===== config.mk =====
export PLATFORM = sky130hd
export DESIGN_NAME = twf_fetch_seq
export DESIGN_NICKNAME = d
export VERILOG_FILES = /design/src/rtl/twf_pkg.sv /design/src/rtl/twf_fetch_seq.sv
export SDC_FILE = /design/constraint.sdc
export NUM_CORES = 1
export LEC_CHECK = 0
export BUFFER_PORTS_ARGS = -buffer_cell sky130_fd_sc_hd__buf_2
export CAP_MARGIN = 20
export CORE_ASPECT_RATIO = 0.7
export CORE_MARGIN = 4
export CORE_UTILIZATION = 51
export DETAILED_ROUTE_END_ITERATION = 10
export PLACE_DENSITY = 0.82
export REMOVE_ABC_BUFFERS = 1
export SLEW_MARGIN = 10
export SYNTH_ARGS = -nofsm -noshare
export SYNTH_HDL_FRONTEND = slang
export SYNTH_SLANG_ARGS = --single-unit

===== constraint.sdc =====
create_clock -name clk -period 2.2 [get_ports clk]
set_clock_uncertainty 0.05 [all_clocks]
set_input_delay 0.11 -clock clk [delete_from_list [all_inputs] [get_ports clk]]
set_output_delay 0.11 -clock clk [all_outputs]
set_load 0.1 [all_outputs]

===== src/rtl/twf_pkg.sv =====
// Shared types and constants for the twiddle ROM fetch path.
package twf_pkg;

    localparam int TW_NUM_GRP = 32;
    localparam int TW_GRP_W   = 5;
    localparam int TW_LANES   = 16;
    localparam int TW_DATA_W  = 10;

    typedef enum logic [1:0] {
        IDLE   = 2'd0,
        STREAM = 2'd1,
        FIN    = 2'd2
    } twf_seq_state_e;

    typedef logic [TW_GRP_W-1:0] tw_grp_t;

endpackage


===== src/rtl/twf_fetch_seq.sv =====
// Group-index sequencer for the registered twiddle ROM bank; keeps tw_valid
// aligned with the ROM's 1-cycle output register under full backpressure.
//
// state  | meaning
// IDLE   | no pass; waiting for start
// STREAM | ROM outputs hold group tw_grp, tw_valid high
// FIN    | single cycle with done high after the last accept
module twf_fetch_seq
    import twf_pkg::*;
#(
    parameter  int NUM_GRP = TW_NUM_GRP,
    parameter  int CNT_W   = 6,
    localparam int GRP_W   = $clog2(NUM_GRP)
) (
    input  logic             clk,
    input  logic             rstn,
    input  logic             start,
    input  logic             abort,
    input  logic [GRP_W-1:0] cfg_first,
    input  logic [CNT_W-1:0] cfg_count,
    input  logic             tw_ready,
    output logic [GRP_W-1:0] grp_idx,
    output logic             tw_valid,
    output logic [GRP_W-1:0] tw_grp,
    output logic             tw_last,
    output logic             busy,
    output logic             done,
    output logic             aborted
);

    localparam logic [CNT_W-1:0] NUM_CNT = CNT_W'(NUM_GRP);

    twf_seq_state_e   state_q, state_d;
    logic [CNT_W-1:0] rem_q, rem_d;
    logic [CNT_W-1:0] n_clamp;
    logic [GRP_W-1:0] grp_d;
    logic             valid_d, last_d, busy_d, done_d, aborted_d;
    logic             accept;

    always_comb begin
        state_d   = state_q;
        rem_d     = rem_q;
        grp_d     = tw_grp;
        valid_d   = tw_valid;
        aborted_d = 1'b0;
        grp_idx   = tw_grp;
        accept    = tw_valid & tw_ready;
        n_clamp   = (cfg_count > NUM_CNT) ? NUM_CNT : cfg_count;

        case (state_q)
            IDLE: begin
                if (start && !abort) begin
                    if (n_clamp == '0) begin
                        state_d = FIN;
                    end else begin
                        // ROM register captures the first group this cycle
                        grp_idx = cfg_first;
                        grp_d   = cfg_first;
                        rem_d   = n_clamp;
                        valid_d = 1'b1;
                        state_d = STREAM;
                    end
                end
            end
            STREAM: begin
                if (abort) begin
                    state_d   = IDLE;
                    valid_d   = 1'b0;
                    rem_d     = '0;
                    aborted_d = 1'b1;
                end else if (accept) begin
                    if (rem_q == CNT_W'(1)) begin
                        state_d = FIN;
                        valid_d = 1'b0;
                        rem_d   = '0;
                    end else begin
                        grp_idx = tw_grp + 1'b1;
                        grp_d   = tw_grp + 1'b1;
                        rem_d   = rem_q - 1'b1;
                    end
                end
            end
            FIN: begin
                state_d = IDLE;
            end
            default: begin
                state_d = IDLE;
                valid_d = 1'b0;
                rem_d   = '0;
            end
        endcase

        busy_d = (state_d == STREAM);
        done_d = (state_d == FIN);
        last_d = valid_d && (rem_d == CNT_W'(1));
    end

    always_ff @(posedge clk or negedge rstn) begin
        if (!rstn) begin
            state_q  <= IDLE;
            rem_q    <= '0;
            tw_grp   <= '0;
            tw_valid <= 1'b0;
            tw_last  <= 1'b0;
            busy     <= 1'b0;
            done     <= 1'b0;
            aborted  <= 1'b0;
        end else begin
            state_q  <= state_d;
            rem_q    <= rem_d;
            tw_grp   <= grp_d;
            tw_valid <= valid_d;
            tw_last  <= last_d;
            busy     <= busy_d;
            done     <= done_d;
            aborted  <= aborted_d;
        end
    end

endmodule


# --- Yosys cells after proc, flatten, opt, wreduce, memory -nomap -nowiden ---
# Index checks and enable logic that the tools add are counted.
totals:
  register_bits: 18
  latchBits: 0
  ramBits: 0
  romBits: 0
  in_bits: 16
  output_inout_bits: 15
  wordCells: 50
  mem_count: 0
op_classes:
  addsub: 2
  multipliers: 0
  n_div: 0
  order_cmp: 1
  n_eq_ne: 6
  shift: 0
  mux: 27
  bitwise_logic: 1
  n_reduce_logical: 5
ops:
  columns: ["operator", "count"]
  rows:
  - ["6-bit 2-to-1 mux", 6]
  - ["5-bit 2-to-1 mux", 5]
  - ["6-bit one-hot mux with 3 select lines", 1]
  - ["6-bit by 1-bit equality test with 1-bit output (second input constant)", 2]
  - ["2-bit 2-to-1 mux", 5]
  - ["5-bit one-hot mux with 2 select lines", 1]
  - ["1-bit 2-to-1 mux", 7]
  - ["6-bit greater-than comparator (second input constant)", 1]
  - ["6-bit logical NOT", 1]
  - ["6-bit by 1-bit subtractor with 6-bit output (second input constant)", 1]
  - ["5-bit by 1-bit adder with 5-bit output (second input constant)", 1]
  - ["2-bit by 1-bit equality test with 1-bit output (second input constant)", 2]
  - ["2-bit equality test (second input constant)", 2]
  - ["2-bit one-hot mux with 2 select lines", 1]
  - ["1-bit one-hot mux with 3 select lines", 1]
  - ["1-bit logical AND", 2]
  - ["2-bit logical NOT", 1]
  - ["1-bit bitwise AND", 1]
  - ["1-bit logical NOT", 1]

# --- Logic depth before layout (Yosys ltp) ---
# Gate-level depths: netlist of the first run.
depth:
  depth_word: 8
  ltp_mapped: 8
  mapped_depth_nobuf: 8

# --- Worst setup path before layout of the first run ---
# No wires, ideal clock.
synth_timing:
  path_type: "register -> register"
  from: "register tw_valid"
  to: "register tw_grp[4]"
  setup_ps: 381
  arrival_ps: 4268
  t_required_ps: 1769
  slack_ps: -2499
  stages_incl_launch_ff: 8
  n_path_buf: 1
  synth_period_minus_slack_ps: 4699
  cell_sequence: "dfrtp_1 and2_1 clkbuf_4 o21ai_2 nor2_1 and3_1 a211oi_1 a311oi_1"
synth_between:
  elab_chain_cells: 4
synth_lines:
  columns: ["element", "line", "rtl"]
  rows:
  - ["start: declaration", "twf_fetch_seq.sv:23", "output logic tw_valid,"]
  - ["start signal: assignment", "twf_fetch_seq.sv:112", "tw_valid <= valid_d;"]
  - ["1-bit bitwise AND", "twf_fetch_seq.sv:47", "accept = tw_valid & tw_ready;"]
  - ["5-bit 2-to-1 mux (2 in series)", null, null]
  - ["5-bit one-hot mux with 2 select lines", null, null]
  - ["via grp_idx[4]", "twf_fetch_seq.sv:22", "output logic [GRP_W-1:0] grp_idx,"]
  - ["end signal: assignment", "twf_fetch_seq.sv:111", "tw_grp <= grp_d;"]
  - ["end: declaration", "twf_fetch_seq.sv:24", "output logic [GRP_W-1:0] tw_grp,"]
# The timed path passes the listed nets, and every way through them passes these cells.

# --- Worst setup path after layout of the first run ---
layout_timing:
  from: "register rem_q[1]"
  to: "output port grp_idx[3]"
layout_between:
  elab_chain_cells: 5
layout_lines:
  columns: ["element", "line", "rtl"]
  rows:
  - ["start: declaration", "twf_fetch_seq.sv:34", "logic [CNT_W-1:0] rem_q, rem_d;"]
  - ["start signal: assignment", "twf_fetch_seq.sv:110", "rem_q <= rem_d;"]
  - ["6-bit by 1-bit equality test with 1-bit output", "twf_fetch_seq.sv:72", "if (rem_q == CNT_W'(1)) begin"]
  - ["5-bit 2-to-1 mux", "twf_fetch_seq.sv:72", null]
  - ["5-bit 2-to-1 mux", null, null]
  - ["5-bit 2-to-1 mux", "twf_fetch_seq.sv:66", "if (abort) begin"]
  - ["5-bit one-hot mux with 2 select lines", "twf_fetch_seq.sv:50", "case (state_q)"]
  - ["end: declaration", "twf_fetch_seq.sv:22", null]
# Every way passes these cells.

==> results.py, run 1 <==
metrics = {
    "power": {
        "power_density_mw_per_mm2": 1050,
        "p_leak_nw": 0.789,
        "ir_drop_mv": 0.852,
    },
    "setup_path": {
        "r2r-start": "rem_q[0]$_DFF_PN0_",
        "crit_fanout": 3,
        "critPathLaunchType": "flop",
        "crit-reg2reg-capture": "tw_last$_DFF_PN0_",
        "path_buf_inv": 3,
        "end_kind": "primary output",
        "max_stage_delay_ns": 0.40,
        "path_delay_family": "simple AND/OR/NAND/NOR gates",
        "ff2ff_setup_slack_ns": -0.01,
        "crit_type": "reg2out",
        "worstPathCellList": "inv_2, ha_4, or3b_4, o21ai_4, nor2_2, buf_4, nand4_1, o22ai_2, a31oi_2, buf_12",
        "worstPathRequired_ns": 2.04,
        "worstPathArrival_ns": 2.39,
        "slowest_stage": "dfrtp_1",
        "reg2reg_depth": 9,
    },
    "logic_synthesis": {
        "yosysSeqAreaShare_pct": 39.4,
        "syn_avg_cell_area_um2": 9.30,
        "ys_seq_elements": 18,
        "postSynthCellCount": 123,
        "ys_types": 48,
        "ys_warn_count": 0,
        "ys_top_cells_by_area": "dfrtp_1 (39%), nor2_1 (3.9%), ha_1 (3.3%), nand2_1 (3.3%), a21oi_1 (3.1%)",
        "ys.flop_type": "dfrtp_1",
        "synth_top_area_cell": "dfrtp_1",
        "synth_top_area_share_pct": 39.4,
        "synthArstFlopShare_pct": 100,
        "synthesis.area_mm2": 0.00114,
        "synth_edf_count": 0,
    },
    "clock_tree": {
        "cts_tree": "yes",
        "path_clk_slew_ns": 0.10,
        "clock_latency_ns": 0.29,
        "cts_buffers": 3,
        "cts_max_path_buffers": 2,
        "root_buffer": "clkbuf_4",
        "cts-htree-levels": 1,
        "cts_sinks": 18,
    },
    "detailed_routing": {
        "dr.pass1.iters": 5,
        "vias": 1352,
        "wl_per_cell_um": 18.9,
        "ant_nets": 0,
        "wirelength_um": 4030,
        "drt_iter0_markers": 150,
        "post-route-drc-count": 0,
        "viasPerCell": 6.35,
    },
    "placed_design": {
        "place_area_mm2": 0.00153,
        "gp_congestion": 0.936,
        "dp_hpwl_um": 2690,
        "pre_cts_ws_ns": -0.0665,
        "io_buffers": 30,
    },
    "final_layout": {
        "drive_above_1_share_pct": 51.9,
        "fin_nets": 202,
        "multi_input_area_um2": 761,
        "antennaDiodeCount": 0,
        "fin_area_mm2": 0.00175,
        "areaGrowthSynthToFinish_pct": 53.1,
        "seqCellArea_um2": 452,
        "nFillCells": 143,
    },
    "sta": {
        "setup_slack_ns": -0.355,
        "final.period_utilization_pct": 116,
        "fmax_mhz": 391,
        "finalSetupViolCount": 6,
        "worst_pin_slew_ns": 0.489,
        "rsz0062_at_grt": "yes",
        "hold_viol": 0,
        "min_period_ns": 2.55,
        "max_slew_margin_pct": 67.6,
        "drv_slew": 0,
    },
    "run_status": {
        "outcome": "complete, but fails checks",
        "violations": "setup timing",
    },
    "grt": {
        "grt_first_pass_wirelength_um": 5700,
        "grt_antenna_before_repair": 0,
        "track_usage_pct": 25.1,
        "grt_pass1_vias": 1197,
        "grt_overflow": 0,
        "grt_max_degree": 19,
    },
    "worst_hold_path": {
        "worstHoldPathCells": 3,
        "min_to": "rem_q[0]$_DFF_PN0_",
        "hold_path.class": "in2reg",
        "hold_path.startpoint": "cfg_count[0]",
    },
    "floorplan": {
        "initial_core_util_pct": 53.5,
        "fp.dieArea_mm2": 0.00308,
        "die_w_um": 64.6,
        "io_pins": 31,
        "rows": 14,
        "fp.coreArea_mm2": 0.00214,
        "die_h_um": 47.6,
    },
    "flow_run": {
        "cap_violations": 0,
    },
}
[power breakdown]
part | total [mW] | internal [mW] | switching, mW
Combinational | 1.20 | 0.399 | 0.803
Clock | 0.164 | 0.0638 | 0.100
Sequential | 0.466 | 0.391 | 0.0744
Total | 1.83 | 0.854 | 0.977
[cells in the mapped netlist (all sizes together), types with 2 or more instances]
master / number
nand3: 3
inv: 8
mux2i: 2
nor2: 13
dfrtp: 18
and3: 2
and2: 3
o22ai: 3
nand2: 11
nor2b: 2
a22oi: 3
ha: 3
nor4: 3
or4: 2
a31oi: 3
o32ai: 2
or2: 2
nor3: 2
a21oi: 8
clkbuf: 3
nor3b: 3
o21ai: 7
[cells by family (layout without fill, tap and decap cells)]
group / after synthesis / in the layout / synth area share, %
multiplexers: 2 / 2 / 1.75
AND/OR/NAND/NOR: 49 / 49 / 23.7
flip-flops: 18 / 18 / 39.4
buffers and inverters: 11 / 69 / 4.81
adder cells (fa/ha/maj): 3 / 3 / 3.28
AO/OA/AOI/OAI: 40 / 40 / 27.0
[worst reg2reg max path, cell delays in order (launching register included)]
cell	delay (ns)
dfrtp_1	0.43
ha_4	0.18
or3b_4	0.24
o21ai_4	0.06
buf_4	0.16
buf_4	0.14
nor3_4	0.11
a21oi_2	0.05
a2111o_1	0.41
nor4_2	0.28
[registers in the layout (all words and copies together) (netlist names)]
register,count
rem_q,6
tw_grp,5
state_q,2
aborted,1
busy,1
done,1
tw_last,1
tw_valid,1
[timing repair]
item,CTS,global route
endpoints found under the hold margin,18,0
cloned,0,0
pin swaps,7,4
resized for setup,19,12
hold buffers,1,0
setup buffers,3,4
endpoints found under the setup margin,5,6
[layout by cell type, fill, tap and decap left out, types with 2 or more instances in the layout]
cell,Yosys,routed
and2_1,2,2
inv_1,8,6
or2_2,2,2
nor2b_1,2,2
inv_2,0,2
nand2_1,10,8
buf_12,0,5
clkbuf_4,1,3
buf_2,0,25
a21oi_1,7,6
nor4_2,1,2
dfrtp_1,18,17
nor2_1,12,9
nor2_2,0,3
o21ai_0,6,4
mux2i_1,2,2
a31oi_1,3,2
nor3b_1,3,2
a22oi_1,3,3
nor3_4,0,2
buf_6,0,2
o22ai_1,3,2
ha_4,0,2
o32ai_1,2,2
a21oi_2,1,2
nand2_2,1,3
nand3_1,3,3
buf_4,0,25
o21ai_1,0,2
[metal layers]
layer / vias up / track usage (%) / wire (um)
met5: - / 0 / 0
met4: 0 / 7.14 / 82
met3: 12 / 7.28 / 516
met2: 105 / 39.3 / 1770
met1: 651 / 34.5 / 1660
li1: 584 / - / -
[through the flow]
stage	hold slack (ns)	util, %	power [mW]	std cells	setup TNS (ns)
finish	0.0284	81.9	1.83	213	-1.26
detailed placement	0.0192	71.8	1.51	202	-0.147
CTS	0.0210	78.2	1.73	209	-0.941
floorplan	-0.236	-	1.15	120	-14.67
global route	0.0555	81.9	1.89	213	-1.66
global placement	0.0127	71.8	1.49	202	0
[how the worst max path moves through the flow]
| stage | startpoint | end | slack (ns) | cells after the start |
|---|---|---|---|---|
| after CTS | rem_q[1]$_DFF_PN0_ | grp_idx[3] | -0.27 | 10 |
| after global placement | rem_q[1]$_DFF_PN0_ | grp_idx[4] | 0.02 | 9 |
| after global routing | rem_q[1]$_DFF_PN0_ | grp_idx[3] | -0.42 | 10 |
| after floorplan | tw_valid$_DFF_PN0_ | tw_grp[4]$_DFF_PN0_ | -2.51 | 6 |
| final | rem_q[1]$_DFF_PN0_ | grp_idx[3] | -0.35 | 10 |
| after detailed placement | rem_q[1]$_DFF_PN0_ | grp_idx[4] | -0.07 | 9 |
[cell type report]
class	instances	share of cell area [%]
Multi-Input combinational cell	94	43.5
Sequential cell	18	25.8
Timing Repair Buffer	58	25.4
Tap cell	32	2.29
Inverter	8	1.72
Clock buffer	3	1.29
Power figures use the tool's default switching activity.
==> run 2: changes to the inputs <==
Settings changed: ABC_AREA set to 1, CORE_UTILIZATION 51 to 49, PLACE_DENSITY 0.82 to 0.78, SKIP_CTS_REPAIR_TIMING set to 1.
==> run 2 against run 1 <==
The flow now finishes without violations. Synthesized cell count grew 47%. Cell area decreased by 4.4%. Register-to-register slack improved by 0.49 ns. Worst setup slack better by 0.38 ns. Worst hold slack improved by 0.093 ns. Sequential share of layout area increased by 1.1 points. Maximum frequency up 18%. Critical path depth shrank 1. Combinational power up 9%. Non-clock buffer count down 25. Global-route usage is 4.5 points lower. Critical endpoint is now grp_idx[0]. Largest power group unchanged.
==> results.py, run 2 <==
metrics = {
    "detailed_routing": {
        "viasPerCell": 5.27,
        "post-route-drc-count": 0,
        "vias": 1317,
        "wirelength_um": 3500,
        "dr.pass1.iters": 4,
        "drt_iter0_markers": 75,
        "wl_per_cell_um": 14.0,
        "ant_nets": 0,
    },
    "grt": {
        "track_usage_pct": 20.6,
        "grt_overflow": 0,
        "grt_antenna_before_repair": 0,
        "grt-busiest-layer": "met2",
        "gr-usage-met2_pct": 32.3,
        "grt_max_degree": 19,
        "grt_first_pass_wirelength_um": 5780,
        "grt_util_met1_pct": 28.1,
        "grt_pass1_vias": 1225,
        "met3_usage_pct": 5.30,
    },
    "floorplan": {
        "die_w_um": 70.0,
        "initial_core_util_pct": 52.5,
        "io_pins": 31,
        "fp.dieArea_mm2": 0.00360,
        "die_h_um": 51.4,
        "rows": 15,
        "fp.coreArea_mm2": 0.00251,
    },
    "logic_synthesis": {
        "ys_top_cells_by_area": "dfrtp_1 (34%), nand2_1 (13%), nand3_1 (6.1%), inv_1 (5.4%), nor2_1 (5.4%)",
        "synthAdderAreaFrac_pct": 2.84,
        "ys_warn_count": 0,
        "synth_top_family_by_area": "simple AND/OR/NAND/NOR gates",
        "yosysSeqAreaShare_pct": 34.1,
        "ys_seq_elements": 18,
        "synth_edf_count": 0,
        "synthesis.area_mm2": 0.00132,
        "synthMuxAreaShare_pct": 0,
        "synth_top_area_cell": "dfrtp_1",
        "synth_compound_area_share_pct": 13.6,
        "synth_top_area_share_pct": 34.1,
        "synthArstFlopShare_pct": 100,
        "ys_types": 31,
        "yosysMostFrequentCell": "nand2_1",
        "synth_common_cells": "nand2_1 (44), inv_1 (19), nor2_1 (19)",
        "postSynthCellCount": 181,
        "ys.flop_type": "dfrtp_1",
        "syn_avg_cell_area_um2": 7.29,
        "yosys.area_share.xor_xnor_pct": 1.99,
        "synth-simple-area-share_pct": 39.1,
    },
    "power": {
        "ir_drop_mv": 1.32,
        "p_leak_nw": 0.860,
        "power_density_mw_per_mm2": 1250,
    },
    "placed_design": {
        "dp.cells": 245,
        "gp_congestion": 0.920,
        "pre_cts_ws_ns": 0.313,
        "dp_hpwl_um": 2570,
        "io_buffers": 30,
    },
    "clock_tree": {
        "cts_sinks": 18,
        "cts_max_path_buffers": 2,
        "cts-htree-levels": 1,
        "path_clk_slew_ns": 0.08,
        "cts_buffers": 3,
        "clock_latency_ns": 0.26,
        "cts_tree": "yes",
        "root_buffer": "clkbuf_8",
    },
    "sta": {
        "hold_viol": 0,
        "fmax_mhz": 461,
        "setup_slack_ns": 0.0294,
        "drv_slew": 0,
        "min_period_ns": 2.17,
        "max_slew_margin_pct": 67.3,
        "rsz0062_at_grt": "yes",
        "worst_pin_slew_ns": 0.494,
        "final.period_utilization_pct": 98.7,
        "hold_slack_ns": 0.121,
        "finalSetupViolCount": 0,
    },
    "setup_path": {
        "end_kind": "primary output",
        "crit-reg2reg-capture": "tw_last$_DFF_PN0_",
        "crit_fanout": 4,
        "worstPathRequired_ns": 2.04,
        "critPathLaunchType": "flop",
        "reg2reg_depth": 11,
        "worstPathArrival_ns": 2.01,
        "ff2ff_setup_slack_ns": 0.48,
        "crit_type": "reg2out",
        "r2r-start": "rem_q[1]$_DFF_PN0_",
    },
    "worst_hold_path": {
        "min_to": "done$_DFF_PN0_",
        "worstHoldPathCells": 3,
        "hold_path.startpoint": "start",
        "hold_path.class": "in2reg",
    },
    "run_status": {
        "outcome": "finished, final reports clean",
    },
    "final_layout": {
        "areaGrowthSynthToFinish_pct": 26.7,
        "top_register": "rem_q",
        "fin_nets": 236,
        "layout_common_cells": "nand2_1 (44), buf_2 (25), inv_1 (19)",
        "layout_commonest_cell": "nand2_1",
        "antennaDiodeCount": 0,
        "finalNonFillerCells": 250,
        "reg_top3": "rem_q x6, tw_grp x5, state_q x2",
        "fin_util_pct": 66.5,
        "drive_above_1_share_pct": 33.3,
        "largest_reg_flops": 6,
    },
    "flow_run": {
        "cap_violations": 0,
    },
}
## run 2: worst max-delay path by stage
stage                       start             endpoint  depth (start not counted)
6_report       rem_q[1]$_DFF_PN0_           grp_idx[0]                          9
5_1_grt        rem_q[1]$_DFF_PN0_           grp_idx[0]                          9
4_1_cts        rem_q[1]$_DFF_PN0_           grp_idx[0]                          9
3_5_place_dp   rem_q[1]$_DFF_PN0_           grp_idx[0]                          9
3_3_place_gp   rem_q[0]$_DFF_PN0_           grp_idx[0]                          8
2_1_floorplan  tw_valid$_DFF_PN0_  tw_grp[0]$_DFF_PN0_                          7
## run 2: final cells by class
class                   instances  area, um2
inverters                      24       90.1
flip-flops and latches         18        450
well taps                      34       42.5
multi-input cells             137        785
fillers                       225        842
clock buffers                   4       55.1
repair buffers                 33        250
## run 2: cells by family (layout without fill, tap and decap cells)
family,Yosys count,in the layout
xor gates and xnor gates,3,3
buffers and inverters,26,61
adders and majority gates,3,3
and+or+nand+nor,104,104
AOI/OAI and AO/OA,27,27
DFF,18,18
## run 2: critical path, stage by stage, from the launching register on
cell     delay, ns
dfrtp_1       0.38
inv_1         0.10
ha_1          0.22
nand3_4       0.12
nand3_2       0.10
inv_2         0.07
nand2_1       0.06
or2_0         0.23
a31oi_2       0.26
buf_12        0.21
## run 2: through the flow
step	power [mW]	instance area, um2	setup TNS, ns
2_1_floorplan	1.44	1300	-10.91
6_report	2.09	1670	0
4_1_cts	2.06	1640	-0.00355
3_5_place_dp	1.78	1580	0
3_3_place_gp	1.77	1580	0
5_1_grt	2.20	1670	-0.102
## run 2: where the power goes
part,internal (mW),switching [mW]
clock,0.159,0.122
combinational,0.342,0.965
sequential,0.409,0.0964
## run 2: routing by layer
metal  vias to the layer above  share of wire (%)
met5                         -                  0
met4                         0               0.97
met3                         4                9.0
met2                        68                 47
met1                       589                 43
li1                        656                  -
==> run 3: changes to the inputs <==
Settings changed: REMOVE_ABC_BUFFERS 1 to not set.
==> run 3 against run 2 <==
Via count grew 1.8%. Maximum frequency grew 2.8%. Sequential share of layout area shrank 0.28 points. Clock-buffer cell count is the same. Combinational power grew 5%. Worst hold slack gained 0.011 ns. Critical path type unchanged. Largest power group unchanged.
==> results.py, run 3 (synthesized netlist as in run 2, its figures left out) <==
metrics = {
    "run_status": {
        "outcome": "finished, final reports clean",
    },
    "detailed_routing": {
        "wirelength_um": 3600,
        "drt_iter0_markers": 115,
        "viasPerCell": 5.34,
        "post-route-drc-count": 0,
        "wl_per_cell_um": 14.3,
        "vias": 1341,
        "ant_nets": 0,
        "dr.pass1.iters": 4,
    },
    "floorplan": {
        "die_w_um": 70.0,
        "initial_core_util_pct": 52.5,
        "io_pins": 31,
        "rows": 15,
        "die_h_um": 51.4,
        "fp.dieArea_mm2": 0.00360,
        "fp.coreArea_mm2": 0.00251,
    },
    "final_layout": {
        "layout_common_cells": "nand2_1 (44), buf_2 (25), nor2_1 (19)",
        "largest_reg_flops": 6,
        "top_register": "rem_q",
        "finalNonFillerCells": 251,
        "seqCellArea_um2": 462,
        "multi_input_area_um2": 826,
        "fin_nets": 237,
        "layout_commonest_cell": "nand2_1",
        "drive_above_1_share_pct": 35.9,
        "reg_top3": "rem_q x6, tw_grp x5, state_q x2",
        "antennaDiodeCount": 0,
        "nFillCells": 215,
        "areaGrowthSynthToFinish_pct": 31.3,
    },
    "clock_tree": {
        "root_buffer": "clkbuf_8",
        "cts_max_path_buffers": 2,
        "path_clk_slew_ns": 0.07,
        "cts-htree-levels": 1,
        "cts_sinks": 18,
        "cts_buffers": 3,
        "cts_tree": "yes",
        "clock_latency_ns": 0.26,
    },
    "sta": {
        "setup_slack_ns": 0.0882,
        "worst_pin_slew_ns": 0.490,
        "hold_viol": 0,
        "final.period_utilization_pct": 96.0,
        "drv_slew": 0,
        "tns_ns": 0,
        "fmax_mhz": 474,
        "finalSetupViolCount": 0,
        "min_period_ns": 2.11,
        "max_slew_margin_pct": 67.6,
    },
    "setup_path": {
        "worstPathArrival_ns": 1.95,
        "critPathLaunchType": "flop",
        "worstPathRequired_ns": 2.04,
        "crit_fanout": 4,
        "end_kind": "primary output",
        "crit_type": "reg2out",
    },
    "power": {
        "power_density_mw_per_mm2": 1250,
        "p_leak_nw": 0.869,
        "ir_drop_mv": 0.749,
    },
    "grt": {
        "grt_overflow": 0,
        "grt_first_pass_wirelength_um": 5820,
        "grt_antenna_before_repair": 0,
        "grt_max_degree": 19,
        "grt_pass1_vias": 1210,
        "track_usage_pct": 20.9,
    },
    "logic_synthesis": {
        "syn_nets": 200,
    },
    "placed_design": {
        "gp_congestion": 0.931,
        "dp.cells": 245,
        "pre_cts_ws_ns": 0.326,
        "io_buffers": 30,
        "dp_hpwl_um": 2880,
    },
    "worst_hold_path": {
        "hold_path.class": "in2reg",
    },
    "flow_run": {
        "cap_violations": 0,
    },
}
-- run 3: cell types whose count changed in the layout (fill, tap and decap cells not counted), sizes merged --
cell  change
buf       +1
-- run 3: final cells by class --
class / instances / share of cell area, %
multi-input cells: 137 / 47.7
well taps: 34 / 2.45
inverters: 24 / 5.20
repair buffers: 34 / 14.9
clock buffers: 4 / 3.18
flip-flops and latches: 18 / 26.6
-- run 3: worst max-delay path: stages (launching register included) --
cell	delay (ns)
dfrtp_1	0.44
ha_2	0.22
nand3_4	0.11
nand3_2	0.10
inv_2	0.07
nand2_1	0.07
or2_1	0.25
a31oi_4	0.22
buf_12	0.20
-- run 3: worst paths after layout --
kind / from / endpoint / slack [ns] / cells past startpoint
worst max-delay path: rem_q[0]$_DFF_PN0_ / grp_idx[0] / 0.09 / 8
worst min-delay path: cfg_first[1] / tw_grp[1]$_DFF_PN0_ / 0.13 / 3
worst max register to register: state_q[1]$_DFF_PN0_ / tw_last$_DFF_PN0_ / 0.54 / 9
worst min register to register: state_q[0]$_DFF_PN0_ / tw_valid$_DFF_PN0_ / 0.54 / 3
max in group asynchronous: rstn / tw_grp[1]$_DFF_PN0_ / 1.50 / 2
min in group asynchronous: rstn / rem_q[4]$_DFF_PN0_ / 0.26 / 2
-- run 3: metal layers --
layer / vias to the layer above / part of all wire (%) / track usage (%)
met5: - / 0 / 0
met4: 0 / 1.4 / 6.69
met3: 6 / 8.4 / 3.73
li1: 657 / - / -
met2: 53 / 48 / 33.5
met1: 625 / 42 / 28.6
-- run 3: power breakdown --
part | total (mW) | switching, mW | internal [mW]
registers | 0.522 | 0.0999 | 0.422
clock network | 0.274 | 0.115 | 0.159
logic | 1.37 | 0.997 | 0.370
total | 2.16 | 1.21 | 0.951
-- run 3: metrics by stage --
stage	util (%)	power, mW	hold WS (ns)	instance area (um2)
CTS	68.1	2.15	-0.262	1710
floorplan	-	1.53	-0.236	1400
global route	68.9	2.27	0.136	1730
finish	68.9	2.16	0.133	1730
global placement	65.9	1.84	0.00580	1660
detailed placement	65.9	1.88	0.0137	1660
